--- src/rtl/rx_cmd_decoder_pkg.sv ---
// Shared definitions for the Gen2 command decoder: command codes,
// frame lengths, CRC constants and FSM encodings.
`timescale 1ns/1ps
package rx_cmd_decoder_pkg;

  localparam logic [2:0] CMD_QREP  = 3'd0;
  localparam logic [2:0] CMD_ACK   = 3'd1;
  localparam logic [2:0] CMD_QUERY = 3'd2;
  localparam logic [2:0] CMD_QADJ  = 3'd3;
  localparam logic [2:0] CMD_NAK   = 3'd4;
  localparam logic [2:0] CMD_REQRN = 3'd5;

  localparam logic [5:0] LEN_QREP  = 6'd4;
  localparam logic [5:0] LEN_ACK   = 6'd18;
  localparam logic [5:0] LEN_QUERY = 6'd22;
  localparam logic [5:0] LEN_QADJ  = 6'd9;
  localparam logic [5:0] LEN_NAK   = 6'd8;
  localparam logic [5:0] LEN_REQRN = 6'd40;

  localparam logic [5:0] PFX_SHORT = 6'd2;
  localparam logic [5:0] PFX_MID   = 6'd4;
  localparam logic [5:0] PFX_LONG  = 6'd8;

  localparam logic [4:0]  CRC5_PRESET   = 5'b01001;
  localparam logic [4:0]  CRC5_POLY     = 5'b01001;
  localparam logic [15:0] CRC16_PRESET  = 16'hFFFF;
  localparam logic [15:0] CRC16_POLY    = 16'h1021;
  localparam logic [15:0] CRC16_RESIDUE = 16'h1D0F;

  typedef enum logic [2:0] {
    ST_IDLE,
    ST_PREFIX,
    ST_PAYLOAD,
    ST_DONE,
    ST_ERR
  } state_t;

  function automatic logic [5:0] cmd_len(input logic [2:0] c);
    logic [5:0] l;
    case (c)
      CMD_QREP:  l = LEN_QREP;
      CMD_ACK:   l = LEN_ACK;
      CMD_QUERY: l = LEN_QUERY;
      CMD_QADJ:  l = LEN_QADJ;
      CMD_NAK:   l = LEN_NAK;
      CMD_REQRN: l = LEN_REQRN;
      default:   l = LEN_NAK;
    endcase
    return l;
  endfunction

  // Last bit index that still belongs to the payload (CRC bits follow it).
  function automatic logic [5:0] pay_end(input logic [2:0] c);
    logic [5:0] l;
    case (c)
      CMD_QUERY: l = LEN_QUERY - 6'd5;
      CMD_REQRN: l = LEN_REQRN - 6'd16;
      default:   l = cmd_len(c);
    endcase
    return l;
  endfunction

endpackage

--- src/rtl/rx_crc_serial.sv ---
// Serial CRC5 + CRC16 (MSB-first) with preset and shift enable.
// The *_nxt outputs show the value after shifting in din this cycle.
`timescale 1ns/1ps
module rx_crc_serial
  import rx_cmd_decoder_pkg::*;
(
  input  logic        clk,
  input  logic        reset,
  input  logic        init,
  input  logic        shift,
  input  logic        din,
  output logic [4:0]  crc5_nxt,
  output logic [15:0] crc16_nxt
);

  logic [4:0]  crc5_q, crc5_d, crc5_base;
  logic [15:0] crc16_q, crc16_d, crc16_base;

  always_comb begin
    crc5_base  = init ? CRC5_PRESET : crc5_q;
    crc16_base = init ? CRC16_PRESET : crc16_q;
    crc5_nxt   = {crc5_base[3:0], 1'b0}
               ^ ((crc5_base[4] ^ din) ? CRC5_POLY : 5'd0);
    crc16_nxt  = {crc16_base[14:0], 1'b0}
               ^ ((crc16_base[15] ^ din) ? CRC16_POLY : 16'd0);
    crc5_d     = crc5_q;
    crc16_d    = crc16_q;
    if (shift) begin
      crc5_d  = crc5_nxt;
      crc16_d = crc16_nxt;
    end else if (init) begin
      crc5_d  = crc5_base;
      crc16_d = crc16_base;
    end
  end

  always_ff @(posedge clk or posedge reset) begin
    if (reset) begin
      crc5_q  <= CRC5_PRESET;
      crc16_q <= CRC16_PRESET;
    end else begin
      crc5_q  <= crc5_d;
      crc16_q <= crc16_d;
    end
  end

endmodule

--- src/rtl/rx_cmd_decoder.sv ---
// Splits the demodulated rx bit stream into Gen2 commands, captures
// their fields, checks CRC and pulses once per command or error.
`timescale 1ns/1ps
module rx_cmd_decoder
  import rx_cmd_decoder_pkg::*;
(
  input  logic        clk,
  input  logic        reset,
  input  logic        bitout,
  input  logic        bitclk,
  input  logic        frame_reset,
  output logic        cmd_valid,
  output logic [2:0]  cmd_code,
  output logic [15:0] payload,
  output logic        crc_ok,
  output logic        cmd_err
);

  state_t      state_q, state_d;
  logic        bitclk_q;
  logic        strobe;
  logic [5:0]  cnt_q, cnt_d, n;
  logic [7:0]  pfx_q, pfx_d, pfx_nx;
  logic [15:0] sh_q, sh_d;
  logic [2:0]  code_q, code_d;
  logic        valid_q, valid_d;
  logic        err_q, err_d;
  logic        ok_q, ok_d, ok_chk;
  logic [2:0]  ccode_q, ccode_d;
  logic [15:0] pay_q, pay_d;
  logic        crc_init, crc_shift, done;
  logic [4:0]  crc5_nxt;
  logic [15:0] crc16_nxt;

  rx_crc_serial u_crc (
    .clk       (clk),
    .reset     (reset),
    .init      (crc_init),
    .shift     (crc_shift),
    .din       (bitout),
    .crc5_nxt  (crc5_nxt),
    .crc16_nxt (crc16_nxt)
  );

  always_comb begin
    strobe    = bitclk & ~bitclk_q;
    n         = cnt_q + 6'd1;
    pfx_nx    = {pfx_q[6:0], bitout};
    state_d   = state_q;
    cnt_d     = cnt_q;
    pfx_d     = pfx_q;
    sh_d      = sh_q;
    code_d    = code_q;
    valid_d   = 1'b0;
    err_d     = 1'b0;
    ccode_d   = ccode_q;
    pay_d     = pay_q;
    ok_d      = ok_q;
    ok_chk    = 1'b1;
    crc_init  = 1'b0;
    crc_shift = 1'b0;
    done      = 1'b0;
    unique case (state_q)
      // DONE lasts one cycle; a bit landing there opens the next frame
      ST_IDLE, ST_DONE: begin
        state_d = ST_IDLE;
        cnt_d   = '0;
        pfx_d   = '0;
        sh_d    = '0;
        if (strobe && !frame_reset) begin
          state_d   = ST_PREFIX;
          cnt_d     = 6'd1;
          pfx_d     = {7'd0, bitout};
          crc_init  = 1'b1;
          crc_shift = 1'b1;
        end
      end
      ST_PREFIX: begin
        if (frame_reset) begin
          err_d   = 1'b1;
          state_d = ST_IDLE;
        end else if (strobe) begin
          cnt_d     = n;
          pfx_d     = pfx_nx;
          crc_shift = 1'b1;
          if (n == PFX_SHORT && !pfx_nx[1]) begin
            code_d  = pfx_nx[0] ? CMD_ACK : CMD_QREP;
            state_d = ST_PAYLOAD;
          end else if (n == PFX_MID && pfx_nx[3:2] == 2'b10) begin
            if (pfx_nx[1]) begin
              err_d   = 1'b1;
              state_d = ST_ERR;
            end else begin
              code_d  = pfx_nx[0] ? CMD_QADJ : CMD_QUERY;
              state_d = ST_PAYLOAD;
            end
          end else if (n == PFX_LONG) begin
            if (pfx_nx[7:1] != 7'b1100000) begin
              err_d   = 1'b1;
              state_d = ST_ERR;
            end else if (pfx_nx[0]) begin
              code_d  = CMD_REQRN;
              state_d = ST_PAYLOAD;
            end else begin
              code_d  = CMD_NAK;
              done    = 1'b1;
            end
          end
        end
      end
      ST_PAYLOAD: begin
        if (frame_reset) begin
          err_d   = 1'b1;
          state_d = ST_IDLE;
        end else if (strobe) begin
          cnt_d     = n;
          crc_shift = 1'b1;
          if (n <= pay_end(code_q)) sh_d = {sh_q[14:0], bitout};
          if (n == cmd_len(code_q)) done = 1'b1;
        end
      end
      ST_ERR: begin
        if (frame_reset) state_d = ST_IDLE;
      end
      default: state_d = ST_IDLE;
    endcase

    if (code_d == CMD_QUERY) ok_chk = (crc5_nxt == 5'd0);
    else if (code_d == CMD_REQRN) ok_chk = (crc16_nxt == CRC16_RESIDUE);

    if (done) begin
      state_d = ST_DONE;
      valid_d = 1'b1;
      ccode_d = code_d;
      pay_d   = sh_d;
      ok_d    = ok_chk;
    end
  end

  always_ff @(posedge clk or posedge reset) begin
    if (reset) begin
      state_q  <= ST_IDLE;
      bitclk_q <= 1'b0;
      cnt_q    <= '0;
      pfx_q    <= '0;
      sh_q     <= '0;
      code_q   <= CMD_QREP;
      valid_q  <= 1'b0;
      err_q    <= 1'b0;
      ccode_q  <= '0;
      pay_q    <= '0;
      ok_q     <= 1'b0;
    end else begin
      state_q  <= state_d;
      bitclk_q <= bitclk;
      cnt_q    <= cnt_d;
      pfx_q    <= pfx_d;
      sh_q     <= sh_d;
      code_q   <= code_d;
      valid_q  <= valid_d;
      err_q    <= err_d;
      ccode_q  <= ccode_d;
      pay_q    <= pay_d;
      ok_q     <= ok_d;
    end
  end

  assign cmd_valid = valid_q;
  assign cmd_err   = err_q;
  assign cmd_code  = ccode_q;
  assign payload   = pay_q;
  assign crc_ok    = ok_q;

endmodule

--- config.mk ---
export PLATFORM = sky130hd
export DESIGN_NAME = rx_cmd_decoder
export DESIGN_NICKNAME = d
export VERILOG_FILES = /design/src/rtl/rx_cmd_decoder_pkg.sv /design/src/rtl/rx_crc_serial.sv /design/src/rtl/rx_cmd_decoder.sv
export SDC_FILE = /design/constraint.sdc
export NUM_CORES = 1
export LEC_CHECK = 0
export ABC_AREA = 0
export CORE_MARGIN = 4
export CORE_UTILIZATION = 40
export CTS_CLUSTER_DIAMETER = 120
export DETAILED_ROUTE_END_ITERATION = 10
export DONT_BUFFER_PORTS = 1
export GPL_TIMING_DRIVEN = 0
export PLACE_DENSITY = 0.65
export REMOVE_ABC_BUFFERS = 1
export SLEW_MARGIN = 20
export SYNTH_ARGS = -nofsm -noshare
export SYNTH_HDL_FRONTEND = slang
export SYNTH_SLANG_ARGS = --single-unit
--- constraint.sdc ---
create_clock -name clk -period 8.7 [get_ports clk]
set_input_delay 1.74 -clock clk [delete_from_list [all_inputs] [get_ports clk]]
set_output_delay 1.74 -clock clk [all_outputs]
set_load 0.005 [all_outputs]
==> impl_results.md <==
* Mapped Avg Cell Area at 11.6 um2
* RSZ-0062 raised after global routing: false
* Post-layout min period at 3.89 ns
* Hold WS at 0.496 ns
* Layout Skew at 0.00649 ns
* Fmax at 257 MHz
* Largest net degree at the start of global routing at 59
* Post-synth EDFFs at 0
* Post-synth design cell area at 3940 um2
* Vias in the first global route at 2645
* Placer Congestion at 0.836
* Reg clk slew, reported paths at 0.08 ns
* First-pass GRT wire length at 13.2 mm
* CP Data Arrival Time at 4.13 ns
* Cts bufs inserted at 9
* Max-cap violation count at 0
* Vias/cell at 5.56
* Maximum vdd drop at 0.139 mV
* Root Driver: clkbuf_8
* Share of cells above drive strength 1 at 0.214
* Crit Path Category: input port to flip-flop
* DIE HEIGHT at 107 um
* PortBufs at 0
* Number of diodes at 0
* R2R Setup Slk at 5.14 ns
* Hold EP: u_crc.crc5_q[3]
* Hold crit path type: flip-flop to flip-flop
* Hold Violations, Final at 0
* Post-route antenna net violation count at 0
* Post-CTS Resized at 0
* Die Width at 107 um
* Num ports at 27
* Status: completed
* Reg-to-reg endpoint: payload[3]
* Drt total wl at 7.60 mm
* Synth Flop Type: dfrtp_1
* DRC viols at 0
* Skew-Pair Late Insertion Delay at 0.35 ns
* Final worst-path cycle share at 0.447
* FF-to-FF path depth at 8
* Worst setup path startpoint: frame_reset
* Post-CTS Setup Inserts at 0
* CTS Hold Bufs at 0
* Starting DRT DRC Count at 143
* Number of core rows at 35
* DP Wirelength at 5.20 mm
* CP endpoint kind: flip-flop
* GRT overflow at 0
* Pre-antenna DRT Iters at 5
* Hold Startpoint: u_crc.crc5_q[3]
* Core Footprint at 9420 um2
* WL per Instance at 16.4 um
* Sink Count at 79
* R2r startpoint: cnt_q[0]
* Netlist cell types at 65
* Antenna violations before repair at 0
* Final setup viols at 0
* Least-Margin Pin Slew at 0.787 ns
* Fill count at 866
* Layout Nets at 343
* CTS tree: built
* Final setup TNS at 0 ns
* H-Tree Level Count at 3
* CP max FO at 28
* Rel. slew slack at 0.475
* Starting Density at 0.418
* Pwr/cell area at 172 nW/um2
* Total Power at 724 uW
* Synthesis-stage register bit count at 79
* Proportion of synthesized flip-flops having asynchronous set or reset at 1.00
* Ys Warns at 0
* Die area at 11500 um2
* CP required at 8.94 ns
* Vias at 2585
* Synth Instances at 338
* Max Slew Vio Count at 0
* Hold Path Stages at 2
* Area Growth Syn to Fin at 6.84%
* Seq/Total Area, Yosys at 0.508
* Clock Path Buffers at 2
* Lkg Pwr at 0.00183 uW
* Overall Global Routing Usage at 0.143
* Crit start category: input port
==> worst max-delay path, stage by stage <==
cell and delay (ns):
or3b_1 0.55, nor2_8 0.42, o211a_4 0.28, nand2_1 0.10, o21ai_4 0.61, mux2_2 0.41
==> worst max-delay path by stage <==
stage	to	slack [ns]	cells past startpoint
after global routing	payload[2]	4.67	6
after detailed placement	payload[15]	4.14	6
final	payload[8]	4.81	6
after floorplan	cmd_code[0]	4.66	6
after CTS	payload[2]	4.52	6
after global placement	sh_q[14]	4.15	1
==> sequential cells by signal, indices dropped and copies added (netlist names) <==
| register | cells |
|---|---|
| bitclk_q | 1 |
| cmd_code | 3 |
| cmd_err | 1 |
| cmd_valid | 1 |
| cnt_q | 6 |
| code_q | 3 |
| crc_ok | 1 |
| payload | 16 |
| pfx_q | 7 |
| sh_q | 16 |
| state_q | 3 |
| u_crc.crc16_q | 16 |
| u_crc.crc5_q | 5 |
==> power by group <==
part           switching, uW  total (uW)  internal [uW]
Sequential              12.4         397            385
Clock                    141         276            135
Combinational           29.6        50.4           20.8
Total                    183         724            541
==> cells in the final DEF, fill, tap and decap left out, types with 2 or more instances in the layout <==
cell	netlist	final
dfrtp_1	61	61
nand2b_1	6	6
clkinvlp_4	0	2
nor4b_1	3	3
nor3_1	10	10
nand4_1	3	3
xnor2_1	12	12
a31oi_1	2	2
a21oi_1	7	7
or2_2	2	2
a22o_1	19	19
a21o_1	3	3
a22oi_1	8	8
o22a_1	15	15
clkbuf_8	3	9
nor4b_2	2	2
o21bai_1	2	2
inv_1	9	8
mux2i_1	3	3
dfstp_2	18	18
ha_1	7	7
o21ai_0	18	18
nor2b_1	2	2
nand3_1	3	3
xor2_1	3	3
a221o_1	2	2
and3_1	2	2
nand2_1	22	22
or4_1	2	2
nor2_1	24	24
mux2_2	18	18
==> cell families after synthesis <==
logic type	share of synthesized area
AND/OR/NAND/NOR	0.135
flip-flops	0.508
AO/OA/AOI/OAI	0.178
multiplexers	0.0658
adder cells (fa/ha/maj)	0.0223
buffers and inverters	0.0423
XOR/XNOR	0.0487
==> area by class of cell <==
| class | count | area [um2] | share of cell area |
|---|---|---|---|
| sequential | 79 | 2000 | 0.476 |
| multi-input combinational | 231 | 1780 | 0.423 |
| tap | 129 | 161 | 0.0384 |
| clock buffer | 9 | 124 | 0.0295 |
| clock inverter | 7 | 78.8 | 0.0188 |
| inverter | 9 | 36.3 | 0.00863 |
| timing repair buffer | 1 | 27.5 | 0.00655 |
==> synthesized netlist by cell type (2+ instances only) <==
library cell,n,area share
ha_1,7,0.022
buf_6,3,0.0086
buf_2,4,0.0051
mux2_2,18,0.052
buf_1,2,0.0019
dfstp_2,18,0.12
clkbuf_8,3,0.010
nor4b_1,3,0.0067
nor2_1,24,0.023
nor4b_2,2,0.0076
clkbuf_1,6,0.0057
xnor2_1,12,0.027
nand3_1,3,0.0038
a21oi_1,7,0.0089
nand4_1,3,0.0048
mux2i_1,3,0.0076
o21ai_2,2,0.0045
a21o_1,3,0.0057
o22a_1,15,0.033
and3_1,2,0.0032
o21bai_1,2,0.0038
a221o_1,2,0.0051
dfrtp_1,61,0.39
xor2_1,3,0.0067
a31oi_1,2,0.0032
or2_2,2,0.0032
nor2b_1,2,0.0032
nand2_1,22,0.021
or4_1,2,0.0038
a22oi_1,8,0.015
nand2b_1,6,0.0095
inv_1,9,0.0086
a22o_1,19,0.042
o21ai_0,18,0.023
nor3_1,10,0.013
==> metrics by stage <==
stage	setup slack (ns)	std cells	utilization	instance area [um2]
after floorplan	4.66	319	-	3800
after global placement	4.15	448	0.421	3960
after detailed placement	4.14	449	0.424	3990
after CTS	4.52	465	0.446	4200
after global routing	4.67	465	0.447	4200
final	4.81	465	0.447	4200
==> routing by layer <==
| metal | routed length, um | up-vias | global-route usage |
|---|---|---|---|
| met3 | 250 | 17 | 0.0277 |
| met5 | 0 | - | 0 |
| met2 | 3710 | 43 | 0.228 |
| li1 | - | 1222 | - |
| met1 | 3460 | 1303 | 0.189 |
| met4 | 179 | 0 | 0.0630 |
Power figures use the tool's default switching activity.
